<file path="config.mk">
export PLATFORM = sky130hd
export DESIGN_NAME = ysyx_24110015_icache_flat
export DESIGN_NICKNAME = d
export VERILOG_FILES = /design/src/rtl/ysyx_24110015_pkg.sv /design/src/rtl/ysyx_24110015_axi_if.sv /design/src/rtl/ysyx_24110015_icache_array.sv /design/src/rtl/ysyx_24110015_icache.sv /design/src/flat_wrapper.sv
export SDC_FILE = /design/constraint.sdc
export NUM_CORES = 2
export LEC_CHECK = 0
export CAP_MARGIN = 20
export CORE_ASPECT_RATIO = 0.75
export CORE_MARGIN = 2
export CORE_UTILIZATION = 50
export CTS_CLUSTER_DIAMETER = 40
export DETAILED_ROUTE_END_ITERATION = 8
export MAX_ROUTING_LAYER = met4
export PLACE_DENSITY = 0.72
export SYNTH_ARGS = -nofsm -noshare
export SYNTH_HDL_FRONTEND = slang
export SYNTH_SLANG_ARGS = --single-unit
</file>
<file path="constraint.sdc">
create_clock -name clock -period 6 [get_ports clock]
set_input_delay 0.9 -clock clock [delete_from_list [all_inputs] [get_ports clock]]
set_output_delay 0.9 -clock clock [all_outputs]
set_load 0.05 [all_outputs]
</file>
<file path="src/rtl/ysyx_24110015_pkg.sv">
// Shared encodings and state type for the ysyx_24110015 instruction cache.
// Refill mode is selected by YSYX_24110015_ICACHE_BURST_EN in the cache top.
package ysyx_24110015_pkg;

   localparam logic [1:0] AXI_BURST_INCR = 2'b01;
   localparam logic [2:0] AXI_SIZE_4B    = 3'b010;
   localparam logic [1:0] AXI_RESP_OKAY  = 2'b00;
   localparam int         AXI_ID_W       = 4;

   typedef enum logic [2:0] {
      IC_IDLE,
      IC_LOOKUP,
      IC_AR,
      IC_R,
      IC_RESP
   } icache_state_t;

endpackage

</file>
<file path="src/rtl/ysyx_24110015_axi_if.sv">
// AXI4 bundle (32-bit address/data) between the IFU cache and the arbiter.
// master drives requests, slave drives responses.
interface axi_if;
   import ysyx_24110015_pkg::*;

   logic                awvalid;
   logic                awready;
   logic [31:0]         awaddr;
   logic [AXI_ID_W-1:0] awid;
   logic [7:0]          awlen;
   logic [2:0]          awsize;
   logic [1:0]          awburst;

   logic                wvalid;
   logic                wready;
   logic [31:0]         wdata;
   logic [3:0]          wstrb;
   logic                wlast;

   logic                bvalid;
   logic                bready;
   logic [1:0]          bresp;
   logic [AXI_ID_W-1:0] bid;

   logic                arvalid;
   logic                arready;
   logic [31:0]         araddr;
   logic [AXI_ID_W-1:0] arid;
   logic [7:0]          arlen;
   logic [2:0]          arsize;
   logic [1:0]          arburst;

   logic                rvalid;
   logic                rready;
   logic [31:0]         rdata;
   logic [1:0]          rresp;
   logic                rlast;
   logic [AXI_ID_W-1:0] rid;

   modport master (
      output awvalid, awaddr, awid, awlen, awsize, awburst,
      input  awready,
      output wvalid, wdata, wstrb, wlast,
      input  wready,
      input  bvalid, bresp, bid,
      output bready,
      output arvalid, araddr, arid, arlen, arsize, arburst,
      input  arready,
      input  rvalid, rdata, rresp, rlast, rid,
      output rready
   );

   modport slave (
      input  awvalid, awaddr, awid, awlen, awsize, awburst,
      output awready,
      input  wvalid, wdata, wstrb, wlast,
      output wready,
      output bvalid, bresp, bid,
      input  bready,
      input  arvalid, araddr, arid, arlen, arsize, arburst,
      output arready,
      output rvalid, rdata, rresp, rlast, rid,
      input  rready
   );

endinterface

</file>
<file path="src/rtl/ysyx_24110015_icache_array.sv">
// Register-based tag/valid/data storage with combinational read,
// word write, tag/valid set and global invalidate.
module ysyx_24110015_icache_array #(
   parameter  int NUM_SETS    = 16,
   parameter  int BLOCK_WORDS = 4,
   parameter  int TAG_W       = 24,
   localparam int IDX_W       = $clog2(NUM_SETS),
   localparam int CNT_W       = $clog2(BLOCK_WORDS)
) (
   input  logic                         clock,
   input  logic                         reset,
   input  logic [IDX_W-1:0]             rd_index,
   output logic                         rd_valid,
   output logic [TAG_W-1:0]             rd_tag,
   output logic [BLOCK_WORDS-1:0][31:0] rd_line,
   input  logic                         wr_en,
   input  logic [IDX_W-1:0]             wr_index,
   input  logic [CNT_W-1:0]             wr_word,
   input  logic [31:0]                  wr_data,
   input  logic                         set_en,
   input  logic [IDX_W-1:0]             set_index,
   input  logic [TAG_W-1:0]             set_tag,
   input  logic                         set_valid,
   input  logic                         clear_all
);

   logic [NUM_SETS-1:0]          valid_q, valid_d;
   logic [TAG_W-1:0]             tag_q  [NUM_SETS];
   logic [TAG_W-1:0]             tag_d  [NUM_SETS];
   logic [BLOCK_WORDS-1:0][31:0] data_q [NUM_SETS];
   logic [BLOCK_WORDS-1:0][31:0] data_d [NUM_SETS];

   assign rd_valid = valid_q[rd_index];
   assign rd_tag   = tag_q[rd_index];
   assign rd_line  = data_q[rd_index];

   always_comb begin
      valid_d = valid_q;
      tag_d   = tag_q;
      data_d  = data_q;
      if (set_en) begin
         valid_d[set_index] = set_valid;
         tag_d[set_index]   = set_tag;
      end
      if (wr_en) begin
         data_d[wr_index][wr_word] = wr_data;
      end
      if (clear_all) begin
         valid_d = '0;
      end
   end

   always_ff @(posedge clock or posedge reset) begin
      if (reset) begin
         valid_q <= '0;
      end else begin
         valid_q <= valid_d;
      end
   end

   // Payload needs no reset: it is only read behind a valid bit.
   always_ff @(posedge clock) begin
      tag_q  <= tag_d;
      data_q <= data_d;
   end

endmodule

</file>
<file path="src/rtl/ysyx_24110015_icache.sv">
// Direct-mapped read-only I-cache with AXI4 line refill.
// YSYX_24110015_ICACHE_BURST_EN: one INCR burst per miss, else single beats.
module ysyx_24110015_icache
   import ysyx_24110015_pkg::*;
#(
   parameter int NUM_SETS    = 16,
   parameter int BLOCK_WORDS = 4
) (
   input  logic        clock,
   input  logic        reset,
   input  logic        req_valid,
   output logic        req_ready,
   input  logic [31:0] req_addr,
   output logic        resp_valid,
   input  logic        resp_ready,
   output logic [31:0] resp_inst,
   output logic        resp_err,
   input  logic        flush,
   input  logic        fence_i,
   axi_if.master       axi
);

`ifdef YSYX_24110015_ICACHE_BURST_EN
   localparam bit BURST = 1'b1;
`else
   localparam bit BURST = 1'b0;
`endif

   localparam int OFF_W = $clog2(BLOCK_WORDS * 4);
   localparam int IDX_W = $clog2(NUM_SETS);
   localparam int CNT_W = $clog2(BLOCK_WORDS);
   localparam int TAG_W = 32 - OFF_W - IDX_W;
   localparam logic [CNT_W-1:0] LAST_CNT = CNT_W'(BLOCK_WORDS - 1);

   icache_state_t state_q, state_d;
   logic [31:0]      addr_q, addr_d;
   logic [CNT_W-1:0] cnt_q, cnt_d;
   logic             err_q, err_d;
   logic             discard_q, discard_d;
   logic             fence_q, fence_d;
   logic [31:0]      inst_q, inst_d;

   logic [IDX_W-1:0]             idx;
   logic [TAG_W-1:0]             tag;
   logic [CNT_W-1:0]             woff;
   logic                         rd_valid;
   logic [TAG_W-1:0]             rd_tag;
   logic [BLOCK_WORDS-1:0][31:0] rd_line;
   logic                         hit;
   logic                         beat_bad;
   logic                         last_beat;
   logic                         ar_valid;
   logic                         r_ready;
   logic                         wr_en;
   logic                         set_en;
   logic                         set_valid;
   logic                         clear_all;

   assign idx  = addr_q[OFF_W +: IDX_W];
   assign tag  = addr_q[31 -: TAG_W];
   assign woff = addr_q[OFF_W-1:2];
   assign hit  = rd_valid && (rd_tag == tag);

   assign beat_bad  = axi.rresp != AXI_RESP_OKAY;
   assign last_beat = BURST ? axi.rlast : (cnt_q == LAST_CNT);

   ysyx_24110015_icache_array #(
      .NUM_SETS    (NUM_SETS),
      .BLOCK_WORDS (BLOCK_WORDS),
      .TAG_W       (TAG_W)
   ) u_array (
      .clock     (clock),
      .reset     (reset),
      .rd_index  (idx),
      .rd_valid  (rd_valid),
      .rd_tag    (rd_tag),
      .rd_line   (rd_line),
      .wr_en     (wr_en),
      .wr_index  (idx),
      .wr_word   (cnt_q),
      .wr_data   (axi.rdata),
      .set_en    (set_en),
      .set_index (idx),
      .set_tag   (tag),
      .set_valid (set_valid),
      .clear_all (clear_all)
   );

   always_comb begin
      state_d    = state_q;
      addr_d     = addr_q;
      cnt_d      = cnt_q;
      err_d      = err_q;
      discard_d  = discard_q;
      fence_d    = fence_q;
      inst_d     = inst_q;
      req_ready  = 1'b0;
      resp_valid = 1'b0;
      resp_inst  = '0;
      resp_err   = 1'b0;
      ar_valid   = 1'b0;
      r_ready    = 1'b0;
      wr_en      = 1'b0;
      set_en     = 1'b0;
      set_valid  = 1'b0;
      clear_all  = 1'b0;

      if (fence_i && state_q != IC_IDLE) begin
         fence_d = 1'b1;
      end

      unique case (state_q)
         IC_IDLE: begin
            clear_all = fence_i || fence_q;
            fence_d   = 1'b0;
            req_ready = !(fence_i || fence_q);
            if (req_valid && req_ready) begin
               addr_d  = req_addr;
               state_d = IC_LOOKUP;
            end
         end
         IC_LOOKUP: begin
            if (flush) begin
               state_d = IC_IDLE;
            end else if (hit) begin
               resp_valid = 1'b1;
               resp_inst  = rd_line[woff];
               if (resp_ready) state_d = IC_IDLE;
            end else begin
               state_d   = IC_AR;
               cnt_d     = '0;
               err_d     = 1'b0;
               discard_d = 1'b0;
            end
         end
         IC_AR: begin
            ar_valid = 1'b1;
            if (flush) discard_d = 1'b1;
            if (axi.arready) state_d = IC_R;
         end
         IC_R: begin
            r_ready = 1'b1;
            if (flush) discard_d = 1'b1;
            if (axi.rvalid) begin
               wr_en = 1'b1;
               err_d = err_q || beat_bad;
               cnt_d = cnt_q + CNT_W'(1);
               if (cnt_q == woff) inst_d = axi.rdata;
               if (last_beat) begin
                  // A flush on the final beat still skips RESP.
                  set_en    = 1'b1;
                  set_valid = !(err_q || beat_bad);
                  cnt_d     = '0;
                  discard_d = 1'b0;
                  state_d   = (discard_q || flush) ? IC_IDLE
                                                   : IC_RESP;
               end else if (!BURST) begin
                  state_d = IC_AR;
               end
            end
         end
         IC_RESP: begin
            if (flush) begin
               state_d = IC_IDLE;
            end else begin
               resp_valid = 1'b1;
               resp_inst  = inst_q;
               resp_err   = err_q;
               if (resp_ready) state_d = IC_IDLE;
            end
         end
         default: state_d = IC_IDLE;
      endcase
   end

   always_ff @(posedge clock or posedge reset) begin
      if (reset) begin
         state_q   <= IC_IDLE;
         addr_q    <= '0;
         cnt_q     <= '0;
         err_q     <= 1'b0;
         discard_q <= 1'b0;
         fence_q   <= 1'b0;
         inst_q    <= '0;
      end else begin
         state_q   <= state_d;
         addr_q    <= addr_d;
         cnt_q     <= cnt_d;
         err_q     <= err_d;
         discard_q <= discard_d;
         fence_q   <= fence_d;
         inst_q    <= inst_d;
      end
   end

   assign axi.arvalid = ar_valid;
   assign axi.araddr  = BURST ? {addr_q[31:OFF_W], {OFF_W{1'b0}}}
                              : {addr_q[31:OFF_W], cnt_q, 2'b00};
   assign axi.arlen   = BURST ? 8'(BLOCK_WORDS - 1) : 8'd0;
   assign axi.arid    = '0;
   assign axi.arsize  = AXI_SIZE_4B;
   assign axi.arburst = AXI_BURST_INCR;
   assign axi.rready  = r_ready;

   assign axi.awvalid = 1'b0;
   assign axi.awaddr  = '0;
   assign axi.awid    = '0;
   assign axi.awlen   = '0;
   assign axi.awsize  = '0;
   assign axi.awburst = '0;
   assign axi.wvalid  = 1'b0;
   assign axi.wdata   = '0;
   assign axi.wstrb   = '0;
   assign axi.wlast   = 1'b0;
   assign axi.bready  = 1'b1;

   logic unused_sig;
   assign unused_sig = ^{axi.awready, axi.wready, axi.bvalid,
                         axi.bresp, axi.bid, axi.rid, addr_q[1:0]};

endmodule

</file>
<file path="src/flat_wrapper.sv">
// flat-port wrapper written by rule: the top's interface ports become plain ports
module ysyx_24110015_icache_flat import ysyx_24110015_pkg::*;
#(
   parameter int NUM_SETS    = 16,
   parameter int BLOCK_WORDS = 4
)
  (clock, reset, req_valid, req_ready, req_addr, resp_valid, resp_ready, resp_inst, resp_err, flush, fence_i, axi_awvalid, axi_awaddr, axi_awid, axi_awlen, axi_awsize, axi_awburst, axi_awready, axi_wvalid, axi_wdata, axi_wstrb, axi_wlast, axi_wready, axi_bvalid, axi_bresp, axi_bid, axi_bready, axi_arvalid, axi_araddr, axi_arid, axi_arlen, axi_arsize, axi_arburst, axi_arready, axi_rvalid, axi_rdata, axi_rresp, axi_rlast, axi_rid, axi_rready);
  axi_if axi_i ();
  input  logic clock;
  input  logic reset;
  input  logic req_valid;
  output logic req_ready;
  input  logic [31:0] req_addr;
  output logic resp_valid;
  input  logic resp_ready;
  output logic [31:0] resp_inst;
  output logic resp_err;
  input  logic flush;
  input  logic fence_i;
  output wire logic [$bits(axi_i.awvalid)-1:0] axi_awvalid;
  output wire logic [$bits(axi_i.awaddr)-1:0] axi_awaddr;
  output wire logic [$bits(axi_i.awid)-1:0] axi_awid;
  output wire logic [$bits(axi_i.awlen)-1:0] axi_awlen;
  output wire logic [$bits(axi_i.awsize)-1:0] axi_awsize;
  output wire logic [$bits(axi_i.awburst)-1:0] axi_awburst;
  input wire logic [$bits(axi_i.awready)-1:0] axi_awready;
  output wire logic [$bits(axi_i.wvalid)-1:0] axi_wvalid;
  output wire logic [$bits(axi_i.wdata)-1:0] axi_wdata;
  output wire logic [$bits(axi_i.wstrb)-1:0] axi_wstrb;
  output wire logic [$bits(axi_i.wlast)-1:0] axi_wlast;
  input wire logic [$bits(axi_i.wready)-1:0] axi_wready;
  input wire logic [$bits(axi_i.bvalid)-1:0] axi_bvalid;
  input wire logic [$bits(axi_i.bresp)-1:0] axi_bresp;
  input wire logic [$bits(axi_i.bid)-1:0] axi_bid;
  output wire logic [$bits(axi_i.bready)-1:0] axi_bready;
  output wire logic [$bits(axi_i.arvalid)-1:0] axi_arvalid;
  output wire logic [$bits(axi_i.araddr)-1:0] axi_araddr;
  output wire logic [$bits(axi_i.arid)-1:0] axi_arid;
  output wire logic [$bits(axi_i.arlen)-1:0] axi_arlen;
  output wire logic [$bits(axi_i.arsize)-1:0] axi_arsize;
  output wire logic [$bits(axi_i.arburst)-1:0] axi_arburst;
  input wire logic [$bits(axi_i.arready)-1:0] axi_arready;
  input wire logic [$bits(axi_i.rvalid)-1:0] axi_rvalid;
  input wire logic [$bits(axi_i.rdata)-1:0] axi_rdata;
  input wire logic [$bits(axi_i.rresp)-1:0] axi_rresp;
  input wire logic [$bits(axi_i.rlast)-1:0] axi_rlast;
  input wire logic [$bits(axi_i.rid)-1:0] axi_rid;
  output wire logic [$bits(axi_i.rready)-1:0] axi_rready;
  assign axi_awvalid = axi_i.awvalid;
  assign axi_awaddr = axi_i.awaddr;
  assign axi_awid = axi_i.awid;
  assign axi_awlen = axi_i.awlen;
  assign axi_awsize = axi_i.awsize;
  assign axi_awburst = axi_i.awburst;
  assign axi_i.awready = axi_awready;
  assign axi_wvalid = axi_i.wvalid;
  assign axi_wdata = axi_i.wdata;
  assign axi_wstrb = axi_i.wstrb;
  assign axi_wlast = axi_i.wlast;
  assign axi_i.wready = axi_wready;
  assign axi_i.bvalid = axi_bvalid;
  assign axi_i.bresp = axi_bresp;
  assign axi_i.bid = axi_bid;
  assign axi_bready = axi_i.bready;
  assign axi_arvalid = axi_i.arvalid;
  assign axi_araddr = axi_i.araddr;
  assign axi_arid = axi_i.arid;
  assign axi_arlen = axi_i.arlen;
  assign axi_arsize = axi_i.arsize;
  assign axi_arburst = axi_i.arburst;
  assign axi_i.arready = axi_arready;
  assign axi_i.rvalid = axi_rvalid;
  assign axi_i.rdata = axi_rdata;
  assign axi_i.rresp = axi_rresp;
  assign axi_i.rlast = axi_rlast;
  assign axi_i.rid = axi_rid;
  assign axi_rready = axi_i.rready;
  ysyx_24110015_icache #(.NUM_SETS(NUM_SETS), .BLOCK_WORDS(BLOCK_WORDS)) u_core (.clock(clock), .reset(reset), .req_valid(req_valid), .req_ready(req_ready), .req_addr(req_addr), .resp_valid(resp_valid), .resp_ready(resp_ready), .resp_inst(resp_inst), .resp_err(resp_err), .flush(flush), .fence_i(fence_i), .axi(axi_i));
endmodule
</file>
==> impl_metrics.tcl <==
set metrics [dict create \
    grt_max_degree 140 \
    stdcell_count 7556 \
    worst_pin_slew_ns 1.18 \
    io_pins 263 \
    yosys-top-cells-count "edfxtp_1 (2432), mux4_2 (704), buf_4 (148)" \
    critPathKind "reg2out" \
    synth_edf_count 2432 \
    synth_area_leader_cell "edfxtp_1" \
    grt_pass1_wl_um 344000 \
    start_util_pct 50.2 \
    seqCellArea_um2 75200 \
    ys.flop_type "edfxtp_1" \
    holdPathStages 1 \
    yosysUniqueCellTypes 65 \
    remaining_drc_errors 0 \
    dp_hpwl_um 133000 \
    synth-seq-cells 2518 \
    synth_cells 4382 \
    critPathMaxFanout 39 \
    timing.setup.tns_ns 0 \
    synth_top_family_by_area "multiplexers" \
    routedWlPerCell_um 32.0 \
    die_width_um 517 \
    startpoint_type "flop" \
    drive_gt1_share_pct 31.7 \
    period_needed_ns 5.87 \
    yosys-top-cells-area "edfxtp_1 (74%), mux4_2 (16%), dfrtp_1 (2.2%)" \
    peakVddDrop_mv 0.397 \
    synth-simple-area-share_pct 1.55 \
    slew_violations 0 \
    power.leakage_nw 35.0 \
    cp.required_ns 5.10 \
    ant_nets 0 \
    clockRootBuffer "clkbuf_16" \
    ys_seq_area_share_pct 76.2 \
    rows 141 \
    power_mw 50.0 \
    final.fill_count 13887 \
    r2r_setup_slack_ns 1.94 \
    status "complete, no violations" \
    fmax_ghz 0.170 \
    timing_hold_violations_final 0 \
    multiInputGateArea_um2 22300 \
    setup_ws_ns 0.128 \
    h-tree-depth 4 \
    fin_crit_sh_pct 97.9 \
    muxShareOfSynthArea_pct 18.5 \
    drt_iter0_markers 7383 \
    rr_worst_depth 5 \
    rsz0062_at_grt "no" \
    grt_pass1_vias 47271 \
    utilization_pct 57.3 \
    end_kind "primary output" \
    cts_buffer_depth 3 \
    relSlewSlack_pct 21.3 \
    avgSynthCellArea_um2 22.5 \
    antenna_found_initial 5 \
    synth_adder_area_share_pct 0.0507 \
    overflow 0 \
    cp.arrival_ns 4.97 \
    final.setup_skew_ns 0.0837 \
    dp.cells 7074 \
    cts_buffers 232 \
    place_area_um2 104000 \
    ys_warn_count 0 \
    min-delay-start "axi_rdata[24]" \
    synth-compound-area-share_pct 1.28 \
    reg2reg_from "u_core.addr_q[4]" \
    critPathLaunch "u_core.addr_q[6]" \
    drt_first_pass_iters 6 \
    syn2layout_area_growth_pct 14.0 \
    die_h_um 389 \
    cts_tree "built" \
    cts_hold_buf 0 \
    core_um2 197000 \
    p_per_area_nw_per_um2 445 \
    clock-sinks 2518 \
    hold_path_end "u_core.u_array.data_q[728]" \
    synth_top_area_share_pct 74.0 \
    dieArea_um2 201000 \
    hold_class "in2reg" \
    routabilityCongestion 0.808 \
    wirelength_um 242000 \
    clk_pin_slew_ns 0.07 \
    place_ws_ns 0.297 \
    synth-xor-area-share_pct 0.195 \
    cap_viol_max_count 0 \
    final_nets 4795 \
    clk_latency_ns 0.88 \
    viasPerCell 6.34 \
    synth_most_common_cell "edfxtp_1" \
    worst_hold_slack_ns 0.292 \
    r2r-end "u_core.u_array.data_q[1160]" \
    finalSetupViolCount 0 \
    num_vias 47938 \
    io_buffer_count 138 \
    synthArstFlopShare_pct 3.42 \
    netlist_area_um2 98700 \
    stdcell_area_um2 113000 \
    grt.total_usage_pct 24.8 \
]
## per-layer routing
metal  share of wire [%]  wire, um  GRT usage, %
met5                   0         0             -
met4                 2.6      6190          6.44
met3                  11     26100          5.02
met2                  47    113000          36.3
met1                  40     96600          35.9
## area by class of cell
class	count	share of cell area [%]
antenna	3	0.00667
tap	2645	2.94
clock inverter	145	1.33
timing repair buffer	352	3.48
multi-input combinational	1582	19.8
sequential	2518	66.8
clock buffer	294	5.49
inverter	17	0.0656
## timing repair
item                                    4_1_cts  5_1_grt
endpoints found under the setup margin       33       10
endpoints found under the hold margin         0        0
resized for setup                            12        2
setup buffers                                 7        2
## flip-flops by register name (all words and copies together) (netlist names)
name,cells
u_core.u_array.data_q,2048
u_core.u_array.tag_q,384
u_core.inst_q,32
u_core.addr_q,30
u_core.u_array.valid_q,16
u_core.state_q,3
u_core.cnt_q,2
u_core.discard_q,1
u_core.err_q,1
u_core.fence_q,1
## cells in the final DEF, fill, tap and decap left out, types with 57 or more instances in the layout
master           Yosys  layout
clkbuf_16            0     233
dfrtp_1             86      80
mux2i_1            111     111
o21ai_0             58      57
edfxtp_1          2432    2432
nand2_1            114     112
buf_12               0      85
buf_4              148     156
conb_1               2     108
mux4_2             704     704
nor2_4               0      64
mux2_2             103     103
clkdlybuf4s50_1      0      73
## power breakdown
part	switching (mW)	internal, mW	total, mW
clock	6.64	8.16	14.8
combinational	7.68	6.69	14.4
sequential	0.776	20.1	20.9
total	15.1	34.9	50.0
## cells by family (layout without fill, tap and decap cells)
group	Yosys count	in the layout
flip-flops	2518	2518
AO/OA/AOI/OAI	201	201
adder cells (fa/ha/maj)	4	4
buffers and inverters	388	808
AND/OR/NAND/NOR	324	324
XOR/XNOR	22	22
multiplexers	923	923
other	2	111
## worst max path at each step
stage	end	slack, ns	cells after the start
after global routing	resp_inst[3]	0.02	11
after floorplan	u_core.u_array.valid_q[14]	1.21	11
after global placement	resp_inst[3]	0.30	11
after detailed placement	resp_inst[3]	0.30	11
final	resp_inst[15]	0.13	10
after CTS	resp_inst[9]	0.04	11
## worst max-delay path, cell delays in order, from the launching register on
cell and delay (ns):
dfrtp_4 0.78, mux4_2 0.58, mux2i_1 0.17, mux2i_1 0.10
xor2_1 0.18, a2111oi_1 0.64, buf_4 0.21, nand4_1 0.21
buf_4 0.40, o21ai_1 0.51, buf_12 0.20
Note: power is estimated with default switching activity, not from simulation.
